<file path="src/rtl/apb_mem_arbiter.sv">
// Two-port round-robin arbiter and APB master shared by instruction fetch and load/store.
// Serialises held requests into SETUP/ACCESS transfers with a ready timeout and error return.
module apb_mem_arbiter #(
    parameter int ADDR_W  = 32,
    parameter int DATA_W  = 32,
    parameter int TIMEOUT = 255
) (
    input  logic                clk,
    input  logic                rst,
    input  logic                if_req,
    input  logic [ADDR_W-1:0]   if_addr,
    output logic                if_ready,
    output logic [DATA_W-1:0]   if_rdata,
    output logic                if_err,
    input  logic                d_req,
    input  logic                d_we,
    input  logic [ADDR_W-1:0]   d_addr,
    input  logic [DATA_W-1:0]   d_wdata,
    input  logic [DATA_W/8-1:0] d_be,
    output logic                d_ready,
    output logic [DATA_W-1:0]   d_rdata,
    output logic                d_err,
    output logic                psel,
    output logic                penable,
    output logic                pwrite,
    output logic [ADDR_W-1:0]   paddr,
    output logic [DATA_W-1:0]   pwdata,
    output logic [DATA_W/8-1:0] pstrb,
    input  logic [DATA_W-1:0]   prdata,
    input  logic                pready,
    input  logic                pslverr,
    output logic                busy,
    output logic                owner
);

    localparam int STRB_W = DATA_W / 8;
    localparam int CNT_W  = (TIMEOUT > 1) ? $clog2(TIMEOUT + 1) : 1;
    localparam bit TO_EN  = (TIMEOUT != 0);
    // Counter holds the number of ACCESS cycles already elapsed, so the last allowed one is TIMEOUT-1.
    localparam logic [CNT_W-1:0] CNT_LAST = (TIMEOUT > 0) ? CNT_W'(TIMEOUT - 1) : '0;

    typedef enum logic [1:0] {
        S_IDLE   = 2'd0,
        S_SETUP  = 2'd1,
        S_ACCESS = 2'd2,
        S_DONE   = 2'd3
    } state_t;

    state_t              state_q,      state_d;
    logic                last_owner_q, last_owner_d;
    logic                owner_q,      owner_d;
    logic                psel_q,       psel_d;
    logic                penable_q,    penable_d;
    logic                pwrite_q,     pwrite_d;
    logic [ADDR_W-1:0]   paddr_q,      paddr_d;
    logic [DATA_W-1:0]   pwdata_q,     pwdata_d;
    logic [STRB_W-1:0]   pstrb_q,      pstrb_d;
    logic [CNT_W-1:0]    wait_cnt_q,   wait_cnt_d;
    logic                if_ready_q,   if_ready_d;
    logic [DATA_W-1:0]   if_rdata_q,   if_rdata_d;
    logic                if_err_q,     if_err_d;
    logic                d_ready_q,    d_ready_d;
    logic [DATA_W-1:0]   d_rdata_q,    d_rdata_d;
    logic                d_err_q,      d_err_d;

    logic                grant;
    logic                finish;
    logic                fin_err;
    logic [DATA_W-1:0]   fin_rdata;

    always_comb begin
        state_d      = state_q;
        last_owner_d = last_owner_q;
        owner_d      = owner_q;
        psel_d       = psel_q;
        penable_d    = penable_q;
        pwrite_d     = pwrite_q;
        paddr_d      = paddr_q;
        pwdata_d     = pwdata_q;
        pstrb_d      = pstrb_q;
        wait_cnt_d   = wait_cnt_q;
        if_ready_d   = 1'b0;
        if_rdata_d   = if_rdata_q;
        if_err_d     = if_err_q;
        d_ready_d    = 1'b0;
        d_rdata_d    = d_rdata_q;
        d_err_d      = d_err_q;
        grant        = 1'b0;
        finish       = 1'b0;
        fin_err      = 1'b0;
        fin_rdata    = '0;

        case (state_q)
            S_IDLE: begin
                if (if_req || d_req) begin
                    // On a tie the port that did not go last wins.
                    grant      = (if_req && d_req) ? ~last_owner_q : d_req;
                    owner_d    = grant;
                    paddr_d    = grant ? d_addr : if_addr;
                    pwrite_d   = grant & d_we;
                    pwdata_d   = grant ? d_wdata : '0;
                    pstrb_d    = (grant && d_we) ? d_be : '0;
                    wait_cnt_d = '0;
                    psel_d     = 1'b1;
                    state_d    = S_SETUP;
                end
            end
            S_SETUP: begin
                penable_d = 1'b1;
                state_d   = S_ACCESS;
            end
            S_ACCESS: begin
                wait_cnt_d = wait_cnt_q + 1'b1;
                if (pready) begin
                    finish    = 1'b1;
                    fin_err   = pslverr;
                    fin_rdata = pslverr ? '0 : prdata;
                end else if (TO_EN && (wait_cnt_q == CNT_LAST)) begin
                    finish    = 1'b1;
                    fin_err   = 1'b1;
                end
                if (finish) begin
                    psel_d    = 1'b0;
                    penable_d = 1'b0;
                    state_d   = S_DONE;
                    if (owner_q) begin
                        d_ready_d  = 1'b1;
                        d_rdata_d  = fin_rdata;
                        d_err_d    = fin_err;
                    end else begin
                        if_ready_d = 1'b1;
                        if_rdata_d = fin_rdata;
                        if_err_d   = fin_err;
                    end
                end
            end
            S_DONE: begin
                last_owner_d = owner_q;
                state_d      = S_IDLE;
            end
            default: state_d = S_IDLE;
        endcase
    end

    always_ff @(posedge clk) begin
        if (rst) begin
            state_q      <= S_IDLE;
            last_owner_q <= 1'b0;
            owner_q      <= 1'b0;
            psel_q       <= 1'b0;
            penable_q    <= 1'b0;
            pwrite_q     <= 1'b0;
            paddr_q      <= '0;
            pwdata_q     <= '0;
            pstrb_q      <= '0;
            wait_cnt_q   <= '0;
            if_ready_q   <= 1'b0;
            if_rdata_q   <= '0;
            if_err_q     <= 1'b0;
            d_ready_q    <= 1'b0;
            d_rdata_q    <= '0;
            d_err_q      <= 1'b0;
        end else begin
            state_q      <= state_d;
            last_owner_q <= last_owner_d;
            owner_q      <= owner_d;
            psel_q       <= psel_d;
            penable_q    <= penable_d;
            pwrite_q     <= pwrite_d;
            paddr_q      <= paddr_d;
            pwdata_q     <= pwdata_d;
            pstrb_q      <= pstrb_d;
            wait_cnt_q   <= wait_cnt_d;
            if_ready_q   <= if_ready_d;
            if_rdata_q   <= if_rdata_d;
            if_err_q     <= if_err_d;
            d_ready_q    <= d_ready_d;
            d_rdata_q    <= d_rdata_d;
            d_err_q      <= d_err_d;
        end
    end

    assign psel     = psel_q;
    assign penable  = penable_q;
    assign pwrite   = pwrite_q;
    assign paddr    = paddr_q;
    assign pwdata   = pwdata_q;
    assign pstrb    = pstrb_q;
    assign if_ready = if_ready_q;
    assign if_rdata = if_rdata_q;
    assign if_err   = if_err_q;
    assign d_ready  = d_ready_q;
    assign d_rdata  = d_rdata_q;
    assign d_err    = d_err_q;
    assign busy     = (state_q != S_IDLE);
    assign owner    = owner_q;

endmodule

</file>
<file path="config.mk">
export PLATFORM = sky130hd
export DESIGN_NAME = apb_mem_arbiter
export DESIGN_NICKNAME = d
export VERILOG_FILES = /design/src/rtl/apb_mem_arbiter.sv
export SDC_FILE = /design/constraint.sdc
export NUM_CORES = 1
export LEC_CHECK = 0
export ABC_AREA = 1
export ABC_CLOCK_PERIOD_IN_PS = 1700
export CORE_AREA = 2 2 134 136
export DETAILED_ROUTE_END_ITERATION = 8
export DIE_AREA = 0 0 136 138
export PLACE_DENSITY = 0.83
export SLEW_MARGIN = 20
export SYNTH_ARGS = -nofsm -noshare
export SYNTH_HDL_FRONTEND = slang
export SYNTH_SLANG_ARGS = --single-unit
</file>
<file path="constraint.sdc">
create_clock -name clk -period 1.7 [get_ports clk]
set_clock_uncertainty 0.2 [all_clocks]
set_input_delay 0.34 -clock clk [delete_from_list [all_inputs] [get_ports clk]]
set_output_delay 0.34 -clock clk [all_outputs]
set_load 0.01 [all_outputs]
</file>
==> results of run 1 <==
-- power groups by stage --
stage          combinational (mW)  clock (mW)  sequential, mW
4_1_cts                      5.39        3.98            4.55
2_1_floorplan                2.04           0            4.92
3_3_place_gp                 4.94           0            4.62
5_1_grt                      6.18        4.13            4.64
6_report                     5.73        3.95            4.57
3_5_place_dp                 5.02           0            4.65
-- layer usage --
metal | share of wire (%) | routed length, microns | up-vias | global-route usage (%)
li1 | - | - | 3597 | -
met1 | 35 | 8850 | 3436 | 27.1
met5 | 0 | 0 | - | 0
met2 | 52 | 13200 | 412 | 45.7
met3 | 9.1 | 2320 | 80 | 7.11
met4 | 4.4 | 1110 | 0 | 12.3
-- kinds of logic (layout without fill, tap and decap cells) --
kind of cell	count (synthesis)	count (layout)	synth area share [%]
and+or+nand+nor	498	498	30.7
buffers and inverters	176	499	11.1
DFF	151	151	46.5
AOI/OAI and AO/OA	122	122	10.3
xor gates and xnor gates	1	1	0.135
adders and majority gates	7	7	1.35
-- path summary, 6_finish.rpt --
check	end	slack, ns	cells past startpoint
setup / recovery	d_rdata[17]$_SDFFE_PP0P_	-0.22	13
hold reg to reg	pwdata[9]$_SDFFE_PP0P_	0.27	2
hold / removal	wait_cnt_q[2]$_SDFFE_PP0P_	0.13	5
setup reg to reg	d_rdata[17]$_SDFFE_PP0P_	-0.22	13
-- cell type report --
cell class	instances	area, sq um	area share (%)
clock inverter	13	163	1.43
tap	229	287	2.52
timing repair buffer	355	3640	32.0
multi-input combinational	628	3380	29.7
sequential	151	3030	26.6
inverter	112	423	3.72
clock buffer	19	453	3.98
-- cells in the final DEF (no fill, tap or decap), types with 3 or more instances in the layout --
master           Yosys  routed
a21oi_1             46      42
a22oi_1              4       3
a31oi_1             32      31
buf_12               0      15
buf_16               0       7
buf_4                0      34
buf_6                4      15
buf_8                0       3
clkbuf_16            0      20
clkdlybuf4s50_1      0     137
clkinv_4             0       5
dfxtp_1            151     148
dfxtp_2              0       3
dlygate4sd2_1        0     139
ha_1                 7       4
inv_1              110      91
inv_2                1      19
inv_8                0       3
nand2_1            287     239
nand2_2              1      34
nand2_4              0      15
nand3_1             36      36
nand4_1             23      23
nor2_1             147      88
nor2_2               1      26
nor2_4               0      34
o21ai_0             37      30
o21ai_1              0       6
-- sequential cells by signal, indices dropped and copies added, names as in the netlist, 2 cells and up --
register,cells
paddr,32
wait_cnt_q,8
state_q,2
pstrb,4
if_rdata,32
d_rdata,32
pwdata,32
-- stage by stage --
stage	area [sq um]	instances	setup WS, ns	hold slack (ns)
floorplan	6500	955	-0.0458	0.266
global placement	9760	1444	-0.310	0.237
detailed placement	9760	1444	-0.371	0.248
CTS	11000	1501	-0.177	0.164
global route	11400	1507	-0.310	0.148
finish	11400	1507	-0.218	0.127
-- tightest hold or removal path: stages --
cell and delay, ns:
buf_2 0.10, inv_2 0.06, o21ai_2 0.07, buf_4 0.10, nor2_1 0.03
-- repair_timing --
action | CTS | global route
cloned | 11 | 3
gates resized for setup | 250 | 146
pin swaps | 22 | 27
buffers inserted | 15 | 12
setup endpoints to repair | 246 | 127
==> flow_summary.toml, run 1 <==
[power_and_ir_drop]
p_sw_share_pct = 36.1
total_power_mw = 14.3
p_seq_share_pct = 32.1
leakagePower_nw = 5.45
switching_power_mw = 5.15
ir_worst_vdd_uv = 845
clkPwrFrac_pct = 27.7
intPower_mw = 9.10
power_density_nw_per_um2 = 1250
combPwrFrac_pct = 40.2

[placed_design]
numPortBuffers = 279
dp.final_hpwl_microns = 15400
place_congestion = 0.849

[logic_synthesis]
netlist_area_sq_um = 6500
synth_edf_count = 0
synthFlopType = "dfxtp_1"
yosysWarningCount = 0
ys_seq_elements = 151
synth_area_leader_cell = "dfxtp_1"
syn-num-nets = 1101
synth_cell_types = 24
syn_inst = 955
async_flop_share_pct = 0
ys_top_cells_by_count = "nand2_1, dfxtp_1, nor2_1, inv_1, a21oi_1"
synth_top_area_share_pct = 46.5
synth.most_common_cell = "nand2_1"
syn_avg_cell_area_sq_um = 6.81
yosys-top-cells-area = "dfxtp_1, nand2_1, nor2_1"
seq_area_frac_synth_pct = 46.5

[worst_setup_path]
end_kind = "register"
crit_path_max_incr_delay_ns = 0.33
crit_slowest_cell = "dfxtp_2"
cp-startpoint = "wait_cnt_q[0]$_SDFFE_PP0P_"
path_buf_inv = 4
critPathTopFamily = "simple AND/OR/NAND/NOR gates"
cp-start-kind = "register"
path_common_cell = "nand2_2"
worstPathArrival_ns = 2.09
cp_cell_sequence = "inv_2, ha_4, nand2_2, nor2_2, nand2_2, nand2_4, buf_6, nand3_4, buf_12, buf_16, nand2_4, nand2_2, nor2_1"
critical_path.max_fanout = 6
crit_type = "reg2reg"
timing.rr.start = "wait_cnt_q[0]$_SDFFE_PP0P_"
required_ns = 1.87

[final_layout]
post-route-util_pct = 64.9
drive_above_1_share_pct = 20.0
fin_nets = 1411
n_fill_cell = 1440
diodes = 0
area_growth_pct = 74.9

[route]
finalWirelength_microns = 25500
dr.pass1.iters = 6
vias = 7525
drt_iter0_markers = 404
route.detailed.drc = 0
antenna_left = 0
via_per_inst = 4.99
wl_per_cell_microns = 16.9

[sta]
fmax_mhz = 521
tns_ns = -10.39
setup_ws_ns = -0.218
hold_viol = 0
rsz0062_at_grt = "true"
slew_viol_final = 0
setup_viol = 70
post-route-min-period_ns = 1.92
worst_slew_margin_rel_pct = 66.0
tightestPinTransition_ns = 0.510
fin_crit_sh_pct = 113

[global_route]
gr-usage-all-layers_pct = 25.4
grt_pass1_vias = 7267
grt-ovfl-total = 0
grt_pass1_wl_microns = 37100
grt_antenna_before_repair = 0
grt_max_degree = 70

[cts]
htreeDepth = 4
clock-sinks = 151
cts.clk_slew.worst_paths_ns = 0.07
hold_buffers = 0
clockRootBuffer = "clkbuf_16"
numCtsBuffers = 17
clock_path_buffers = 2
clk_latency_ns = 0.42
cts_tree = "yes"

[outcome]
outcome = "finished, violations left"
violations = "setup timing"

[hold_path]
hp-class = "in2reg"
min-delay-start = "rst"

[floorplan]
start_util_pct = 37.1
ios = 280
die_x_microns = 136
die_h_microns = 138
die_area_sq_um = 18800
rows = 49
fp.coreArea_sq_um = 17500

[flow_run]
max_cap_viol_count = 0
Power figures use the tool's default switching activity.
==> inputs of run 2 (changes only) <==
- SLEW_MARGIN: 20 -> 5
==> results of run 2 <==
Same layout as run 1: the final DEF is identical, and so are final timing and power.
==> inputs of run 3 (changes only) <==
- CORE_AREA: 2 2 134 136 -> 2 2 155 119
- DIE_AREA: 0 0 136 138 -> 0 0 157 121
==> run 3 against run 2 <==
Net effect:
- the run still ends with setup timing left
- critical path type unchanged
- die area up 1.2%
- utilization up 1.6 points
- wire length fell by 2.2%
- clock power decreased by 5.8%
- first-iteration DRC count rose by 20%
- worst setup slack worse by 0.035 ns
- cell count increased by 2.0%
- flip-flop and latch count stayed put
- largest power group unchanged
- sequential share of layout area decreased by 0.41 points
- global-route usage down 1.3 points
- via count decreased by 0.16%
==> flow_summary.toml, run 3 (synthesized netlist as in run 1, its figures left out) <==
[final_layout]
fin_nets = 1428
diodes = 0
fin_cells = 1537
n_fill_cell = 1399
post-route-util_pct = 66.4
drive_above_1_share_pct = 20.5
final_common_cell = "nand2_1"
layout_common_cells = "nand2_1, dfxtp_1, dlygate4sd2_1, clkdlybuf4s50_1, nor2_1"
area_growth_pct = 77.7
final_area_sq_um = 11600

[worst_setup_path]
end_kind = "register"
cp_cell_sequence = "inv_2, ha_4, nand2_2, nor2_1, nand2_1, nand2_2, buf_12, nand3_4, buf_12, buf_16, nor2_1, nor2_1"
crit_type = "reg2reg"
cp-start-kind = "register"
critPathTopFamily = "simple AND/OR/NAND/NOR gates"
worstPathArrival_ns = 2.06
rr_endpoint = "if_rdata[24]$_SDFFE_PP0P_"
crit_slowest_cell = "dfxtp_2"
r2r_cells = 12
path_common_cell = "nor2_1"
regToRegSetupSlack_ns = -0.25
timing.rr.start = "wait_cnt_q[0]$_SDFFE_PP0P_"
critical_path.max_fanout = 7
path_buf_inv = 4
required_ns = 1.81
crit_path_max_incr_delay_ns = 0.33

[route]
dr.pass1.iters = 5
route.detailed.drc = 0
via_per_inst = 4.89
wl_per_cell_microns = 16.2
vias = 7513
drt_iter0_markers = 486
finalWirelength_microns = 24900
antenna_left = 0

[sta]
slew_viol_final = 0
setup_viol = 71
fmax_mhz = 512
fin_crit_sh_pct = 115
post-route-min-period_ns = 1.95
worst_slew_margin_rel_pct = 74.8
whs_ns = 0.162
tightestPinTransition_ns = 0.376
rsz0062_at_grt = "true"
tns_ns = -11.33
setup_ws_ns = -0.253
hold_viol = 0

[cts]
cts.clk_slew.worst_paths_ns = 0.06
numCtsBuffers = 17
clk_latency_ns = 0.41
htreeDepth = 4
clock_path_buffers = 2
clockRootBuffer = "clkbuf_16"
clock-sinks = 151
cts_tree = "yes"

[power_and_ir_drop]
leakagePower_nw = 5.61
combPwrFrac_pct = 42.8
switching_power_mw = 5.17
total_power_mw = 14.6
p_seq_share_pct = 31.6
p_sw_share_pct = 35.5
ir_worst_vdd_uv = 750
power_density_nw_per_um2 = 1260
intPower_mw = 9.41
clkPwrFrac_pct = 25.5

[floorplan]
start_util_pct = 37.4
die_area_sq_um = 19000
die_h_microns = 121
ios = 280
fp.coreArea_sq_um = 17400
rows = 42
die_x_microns = 157

[outcome]
violations = "setup timing"
outcome = "finished, violations left"

[flow_run]
max_cap_viol_count = 0

[placed_design]
dp.final_hpwl_microns = 14800
dp_cells = 1466
numPortBuffers = 279
place_congestion = 0.852
dpl_worst_slack_ns = -0.380
place_area_sq_um = 9830

[hold_path]
hold_end = "wait_cnt_q[2]$_SDFFE_PP0P_"
min-delay-start = "rst"
whs_path_depth = 5
hp-class = "in2reg"

[global_route]
grt_antenna_before_repair = 0
gr-usage-all-layers_pct = 24.2
grt-ovfl-total = 0
grt_pass1_wl_microns = 36000
grt_max_degree = 53
grt_pass1_vias = 7143
==> run 3: worst max-delay path by stage <==
stage	start	end	slack, ns	cells past startpoint
after floorplan	state_q[0]$_SDFFE_PP0P_	paddr[10]$_SDFFE_PP0P_	-0.05	9
after global placement	d_req	pstrb[0]$_SDFFE_PP0P_	-0.33	7
after detailed placement	d_req	paddr[11]$_SDFFE_PP0P_	-0.38	7
after CTS	wait_cnt_q[0]$_SDFFE_PP0P_	d_rdata[8]$_SDFFE_PP0P_	-0.17	13
after global routing	wait_cnt_q[0]$_SDFFE_PP0P_	if_rdata[24]$_SDFFE_PP0P_	-0.34	12
final	wait_cnt_q[0]$_SDFFE_PP0P_	if_rdata[24]$_SDFFE_PP0P_	-0.25	12
==> run 3: repair_timing <==
action | CTS | global route
resized for setup | 246 | 139
pin swaps | 17 | 31
hold buffers | 0 | 0
endpoints found under the setup margin | 278 | 141
cloned | 13 | 8
buffers inserted | 13 | 10
==> run 3: worst register-to-register path, cell delays in order (launching register included) <==
cell,delay (ns)
dfxtp_2,0.33
inv_2,0.08
ha_4,0.13
nand2_2,0.04
nor2_1,0.09
nand2_1,0.10
nand2_2,0.11
buf_12,0.11
nand3_4,0.12
buf_12,0.19
buf_16,0.15
nor2_1,0.13
nor2_1,0.06
==> run 3: power groups by stage <==
stage	clock network (mW)	registers [mW]	logic, mW
after floorplan	0	4.92	2.04
after detailed placement	0	4.64	5.00
final	3.72	4.61	6.25
after global routing	3.92	4.68	6.74
after global placement	0	4.61	4.94
after CTS	3.77	4.55	5.26
==> run 3: area by class of cell <==
| cell class | instances | area, sq um | area share [%] |
|---|---|---|---|
| clock inverter | 12 | 128 | 1.10 |
| inverter | 112 | 425 | 3.68 |
| multi-input combinational | 628 | 3270 | 28.3 |
| clock buffer | 20 | 447 | 3.87 |
| timing repair buffer | 372 | 3950 | 34.2 |
| tap | 242 | 303 | 2.62 |
| sequential | 151 | 3030 | 26.2 |
==> run 3: routing by layer <==
metal	GRT usage, %	wire (microns)
met3	7.25	1680
met4	8.77	658
met1	29.5	10600
met5	0	0
met2	40.2	12000
